--- src/rtl/frame_streamer_pkg.sv ---
// Shared video constants, RGB field positions and streamer state encoding.
// The filter reuses FRAME_W for its delayed write-back offset.
package frame_streamer_pkg;

    localparam int FRAME_W   = 320;
    localparam int FRAME_H   = 240;
    localparam int FRAME_PIX = FRAME_W * FRAME_H;

    localparam int CH_W  = 8;
    localparam int R_LSB = 0;
    localparam int G_LSB = 8;
    localparam int B_LSB = 16;

    typedef enum logic [1:0] {
        ST_IDLE   = 2'd0,
        ST_STREAM = 2'd1,
        ST_DRAIN  = 2'd2
    } stream_state_t;

endpackage

--- src/rtl/frame_streamer_if.sv ---
// Handshake bundle between the frame streamer, its source RAM and the filter.
interface frame_streamer_if #(
    parameter int ADDR_W = 17,
    parameter int PIX_W  = 24
);
    logic              start;
    logic              loop;
    logic              ready;
    logic              ram_rd;
    logic [ADDR_W-1:0] ram_addr;
    logic [PIX_W-1:0]  ram_q;
    logic [ADDR_W-1:0] out_addr;
    logic [PIX_W-1:0]  out_data;
    logic              out_en;
    logic              sof;
    logic              eof;
    logic              busy;

    modport master (
        input  start, loop, ready, ram_q,
        output ram_rd, ram_addr, out_addr, out_data, out_en, sof, eof, busy
    );

    modport slave (
        output start, loop, ready, ram_q,
        input  ram_rd, ram_addr, out_addr, out_data, out_en, sof, eof, busy
    );
endinterface

--- src/rtl/frame_streamer_pix_fifo2.sv ---
// Two-entry FIFO of {address, pixel}; push and pop together while full is legal.
module pix_fifo2 #(
    parameter int W = 41
) (
    input  logic         clk,
    input  logic         reset,
    input  logic         push,
    input  logic         pop,
    input  logic [W-1:0] din,
    output logic [W-1:0] dout,
    output logic [1:0]   count
);
    logic [W-1:0] mem [2];
    logic         wr_ptr;
    logic         rd_ptr;

    // When full, wr_ptr equals rd_ptr, so a push+pop overwrites the slot being popped.
    always_ff @(posedge clk) begin
        if (!reset) begin
            mem[0] <= '0;
            mem[1] <= '0;
            wr_ptr <= 1'b0;
            rd_ptr <= 1'b0;
            count  <= 2'd0;
        end else begin
            if (push) begin
                mem[wr_ptr] <= din;
                wr_ptr      <= ~wr_ptr;
            end
            if (pop) begin
                rd_ptr <= ~rd_ptr;
            end
            case ({push, pop})
                2'b10:   count <= count + 2'd1;
                2'b01:   count <= count - 2'd1;
                default: count <= count;
            endcase
        end
    end

    assign dout = mem[rd_ptr];
endmodule

--- src/rtl/frame_streamer.sv ---
// Raster pixel source: reads a frame from RAM and presents it one pixel per
// transfer, absorbing RAM latency and downstream backpressure.
//
//   state     | meaning
//   ST_IDLE   | waiting for start, read pointer at 0
//   ST_STREAM | issuing reads; wraps to 0 at frame end when loop is set
//   ST_DRAIN  | all reads issued, emptying FIFO until the eof transfer
module frame_streamer
    import frame_streamer_pkg::*;
#(
    parameter int WIDTH  = FRAME_W,
    parameter int HEIGHT = FRAME_H,
    parameter int ADDR_W = $clog2(FRAME_PIX),
    parameter int PIX_W  = 24
) (
    input logic              clk,
    input logic              reset,
    frame_streamer_if.master bus
);
    localparam logic [ADDR_W-1:0] LAST = ADDR_W'(WIDTH * HEIGHT - 1);

    stream_state_t             state, state_nx;
    logic [ADDR_W-1:0]         rp;
    logic [ADDR_W-1:0]         rd_addr;
    logic                      inflight;
    logic                      rd;
    logic                      xfer;
    logic [1:0]                count;
    logic [2:0]                pending;
    logic [ADDR_W+PIX_W-1:0]   head;
    logic [ADDR_W-1:0]         head_addr;

    assign head_addr = head[PIX_W +: ADDR_W];
    assign pending   = {1'b0, count} + {2'b00, inflight};
    assign xfer      = (count != 2'd0) && bus.ready;
    // A transfer this cycle frees a slot, so the bound is relaxed by out_en.
    assign rd        = (state == ST_STREAM) && (pending < (3'd2 + {2'b00, xfer}));

    always_comb begin
        state_nx = state;
        case (state)
            ST_IDLE:   if (bus.start) state_nx = ST_STREAM;
            ST_STREAM: if (rd && (rp == LAST) && !bus.loop) state_nx = ST_DRAIN;
            ST_DRAIN:  if (xfer && (head_addr == LAST)) state_nx = ST_IDLE;
            default:   state_nx = ST_IDLE;
        endcase
    end

    always_ff @(posedge clk) begin
        if (!reset) begin
            state    <= ST_IDLE;
            rp       <= '0;
            rd_addr  <= '0;
            inflight <= 1'b0;
        end else begin
            state    <= state_nx;
            inflight <= rd;
            if (rd) begin
                rd_addr <= rp;
                rp      <= (rp == LAST) ? '0 : rp + 1'b1;
            end
        end
    end

    pix_fifo2 #(.W(ADDR_W + PIX_W)) u_fifo (
        .clk   (clk),
        .reset (reset),
        .push  (inflight),
        .pop   (xfer),
        .din   ({rd_addr, bus.ram_q}),
        .dout  (head),
        .count (count)
    );

    assign bus.ram_rd   = rd;
    assign bus.ram_addr = rp;
    assign bus.out_addr = head_addr;
    assign bus.out_data = head[PIX_W-1:0];
    assign bus.out_en   = xfer;
    assign bus.sof      = xfer && (head_addr == '0);
    assign bus.eof      = xfer && (head_addr == LAST);
    assign bus.busy     = (state != ST_IDLE);
endmodule
--- src/flat_wrapper.sv ---
// flat-port wrapper written by rule: the top's interface ports become plain ports
module frame_streamer_flat import frame_streamer_pkg::*;
#(
    parameter int WIDTH  = FRAME_W,
    parameter int HEIGHT = FRAME_H,
    parameter int ADDR_W = $clog2(FRAME_PIX),
    parameter int PIX_W  = 24
)
  (clk, reset, bus_start, bus_loop, bus_ready, bus_ram_q, bus_ram_rd, bus_ram_addr, bus_out_addr, bus_out_data, bus_out_en, bus_sof, bus_eof, bus_busy);
  frame_streamer_if #(.ADDR_W(ADDR_W), .PIX_W(PIX_W)) bus_i ();
  input logic clk;
  input logic reset;
  input wire logic [$bits(bus_i.start)-1:0] bus_start;
  input wire logic [$bits(bus_i.loop)-1:0] bus_loop;
  input wire logic [$bits(bus_i.ready)-1:0] bus_ready;
  input wire logic [$bits(bus_i.ram_q)-1:0] bus_ram_q;
  output wire logic [$bits(bus_i.ram_rd)-1:0] bus_ram_rd;
  output wire logic [$bits(bus_i.ram_addr)-1:0] bus_ram_addr;
  output wire logic [$bits(bus_i.out_addr)-1:0] bus_out_addr;
  output wire logic [$bits(bus_i.out_data)-1:0] bus_out_data;
  output wire logic [$bits(bus_i.out_en)-1:0] bus_out_en;
  output wire logic [$bits(bus_i.sof)-1:0] bus_sof;
  output wire logic [$bits(bus_i.eof)-1:0] bus_eof;
  output wire logic [$bits(bus_i.busy)-1:0] bus_busy;
  assign bus_i.start = bus_start;
  assign bus_i.loop = bus_loop;
  assign bus_i.ready = bus_ready;
  assign bus_i.ram_q = bus_ram_q;
  assign bus_ram_rd = bus_i.ram_rd;
  assign bus_ram_addr = bus_i.ram_addr;
  assign bus_out_addr = bus_i.out_addr;
  assign bus_out_data = bus_i.out_data;
  assign bus_out_en = bus_i.out_en;
  assign bus_sof = bus_i.sof;
  assign bus_eof = bus_i.eof;
  assign bus_busy = bus_i.busy;
  frame_streamer #(.WIDTH(WIDTH), .HEIGHT(HEIGHT), .ADDR_W(ADDR_W), .PIX_W(PIX_W)) u_core (.clk(clk), .reset(reset), .bus(bus_i));
endmodule
--- config.mk ---
export PLATFORM = sky130hd
export DESIGN_NAME = frame_streamer_flat
export DESIGN_NICKNAME = d
export VERILOG_FILES = /design/src/rtl/frame_streamer_pkg.sv /design/src/rtl/frame_streamer_if.sv /design/src/rtl/frame_streamer_pix_fifo2.sv /design/src/rtl/frame_streamer.sv /design/src/flat_wrapper.sv
export SDC_FILE = /design/constraint.sdc
export NUM_CORES = 1
export LEC_CHECK = 0
export CAP_MARGIN = 0
export CORE_ASPECT_RATIO = 1.4
export CORE_MARGIN = 4
export CORE_UTILIZATION = 45
export DETAILED_ROUTE_END_ITERATION = 8
export PLACE_DENSITY = 0.74
export SLEW_MARGIN = 5
export SYNTH_ARGS = -nofsm -noshare
export SYNTH_HDL_FRONTEND = slang
export SYNTH_SLANG_ARGS = --single-unit
--- constraint.sdc ---
create_clock -name clk -period 4.52 [get_ports clk]
set_input_delay 0.452 -clock clk [delete_from_list [all_inputs] [get_ports clk]]
set_output_delay 0.452 -clock clk [all_outputs]
set_load 0.02 [all_outputs]
==> impl_metrics.ini <==
[run_status]
run_status = complete, no violations

[setup_path]
crit_chain = mux2_2 > or4_4 > nor2_4 > nand3_2 > nor4bb_1 > clkdlybuf4s50_1
crit_fanout = 27
cp_top_family = simple AND/OR/NAND/NOR gates
criticalPathCategory = flop to output port
r2r_slack_ns = 2.23
cp.buffers_inverters = 1
crit_required_ns = 4.07
cpPeakStageDelay_ns = 0.69
critPathArrivalTime_ns = 3.14
end_kind = output port
critPathSlowestCell = dfxtp_2
start_kind = flop

[synthesis]
synth-async-reset-ratio_pct = 0
ys_dominant_reg_cell = edfxtp_1
synth_area_leaders = edfxtp_1 45%, dfxtp_1 15%, and2_1 9.8%
synth_top_area_share_pct = 44.8
synth-seq-area-share_pct = 60.1
ys_types = 49
syn-cell-area_mm2 = 0.00550
syn_inst = 453
synth_commonest_cells = 86 x and2_1, 82 x edfxtp_1, 46 x nand2_1
synth_top_cell_by_area = edfxtp_1
syn_nets = 486
synth_seq_cells = 124
ys.warnings.count = 0
syn_avg_cell_area_um2 = 12.1
synth_edf_count = 82
synth_most_common_cell = and2_1

[cts]
cts_setup_buffers = 0
cts_buffers = 17
clk_transition_reported_paths_ns = 0.05
htree_levels = 4
clock-sinks = 124
root_buffer = clkbuf_16
cts_buffer_depth = 2
clock_latency_ns = 0.41
post_cts_resized = 0
cts_tree = done
ctsHoldBuffers = 0

[floorplan]
die_h_um = 139
initial_core_util_pct = 46.3
die_area_mm2 = 0.0141
die_x_um = 101
ioPinCount = 92
row_count = 47
core_area_mm2 = 0.0119

[final_layout]
drive_gt1_share_pct = 15.4
nNetsFinal = 579
fillers = 971
diodes = 0
multiInputGateArea_mm2 = 0.00208
regArea_mm2 = 0.00330
area_growth_pct = 29.3

[place]
dpl.hpwl_um = 7850
place.gp.congestion = 0.861
portBuffers = 91

[routing]
first_pass_iters = 4
drc = 0
num_vias = 3663
first_iter_violations = 134
via_per_inst = 5.19
routedWlPerCell_um = 16.4
drt-total-wl_um = 11600
ant_nets = 0

[global_route]
overflow = 0
grt_usage_pct = 17.3
antenna_found_initial = 0
grt_pass1_vias = 3797
grt_pass1_wl_um = 18900
grt_max_degree = 43

[power_and_ir_drop]
peakVddDrop_mv = 0.254
leakage_nw = 2.62
total_power_mw = 3.21
power_per_cell_area_mw_per_mm2 = 452

[sta]
finalWorstPathRequiredPeriod_ns = 3.59
rsz0062_at_grt = no
hold_violations = 0
tns_ns = 0
finalSetupViolations = 0
tightest_slew_ns = 1.06
maxSlewHeadroom_pct = 29.1
maxSlewViolCount = 0
fmax_mhz = 279
finalClockSkew_ns = 0.00715
post-route-period-util_pct = 79.4

[run]
drv_cap = 0

[min_path]
hp-class = flop to flop
## path summary, 6_finish.rpt
check | start | end | depth (start not counted)
setup reg to reg | u_core.u_fifo.wr_ptr$_SDFFE_PN0P_ | u_core.u_fifo.mem[1][16]$_SDFFCE_PN0P_ | 3
hold / removal | u_core.rd_addr[8]$_SDFFE_PN0N_ | u_core.rd_addr[8]$_SDFFE_PN0N_ | 2
setup / recovery | flop | bus_sof | 6
hold reg to reg | u_core.rd_addr[8]$_SDFFE_PN0N_ | u_core.rd_addr[8]$_SDFFE_PN0N_ | 2
## power by group
part           total, mW  internal (mW)  switching, mW
Sequential          1.33           1.27         0.0592
Clock               1.25          0.777          0.468
Combinational      0.632          0.312          0.319
## metrics by stage
step	cell area, um2	hold slack, ns	util (%)	cells	worst slack [ns]
floorplan	5500	0.447	-	453	0.674
global placement	6550	0.462	55.2	674	1.24
detailed placement	6550	0.464	55.2	674	1.28
CTS	7110	0.472	59.8	706	0.867
global route	7110	0.507	59.8	706	0.763
finish	7110	0.470	59.8	706	0.930
## layout by cell type (no fill, tap or decap), drive strengths merged, types with 7 or more instances in the layout
cell type / synthesis / layout
nand3: 9 / 9
nor2: 17 / 17
buf: 9 / 8
clkdlybuf4s50: 0 / 91
a21boi: 20 / 20
and2: 87 / 87
inv: 5 / 9
nand4: 9 / 9
clkbuf: 16 / 23
edfxtp: 82 / 82
and3: 7 / 7
dfxtp: 42 / 42
xor2: 13 / 13
nand2: 46 / 46
mux2: 37 / 37
## kinds of logic (layout without fill, tap and decap cells)
kind of cell	Yosys count	after routing	share of synthesized area [%]
compound gates	39	39	5.37
simple gates	201	201	20.6
flops	124	124	60.1
fa+ha+maj	4	4	0.910
xor+xnor	17	17	2.71
mux	38	38	7.83
buf+inv	30	136	2.48
## registers in the layout, indices dropped and copies added (netlist names), named ones only
signal                flops
u_core.inflight           1
u_core.u_fifo.rd_ptr      1
u_core.u_fifo.wr_ptr      1
u_core.bus.ram_addr      17
u_core.u_fifo.count       2
u_core.u_fifo.mem        82
u_core.rd_addr           17
u_core.state              2
## metal layers
metal / share of wire (%) / routed length [um] / GRT usage (%)
met1: 41 / 4710 / 19.9
met2: 52 / 6040 / 29.4
met3: 4.7 / 543 / 4.78
met4: 2.6 / 297 / 7.49
met5: 0 / 0 / 0
## area by class of cell
class                           count  area share, %
Multi-Input combinational cell    299           29.2
Tap cell                          147           2.59
Clock inverter                      9          0.774
Sequential cell                   124           46.5
Inverter                            5          0.264
Timing Repair Buffer               99           13.7
Clock buffer                       23           7.04
## worst register-to-register path: stages (launching register included)
cell	delay, ns
dfxtp_1	0.45
and3_1	0.19
buf_4	0.34
nand2b_2	0.91
No activity file was read; power rests on OpenSTA's default activity.
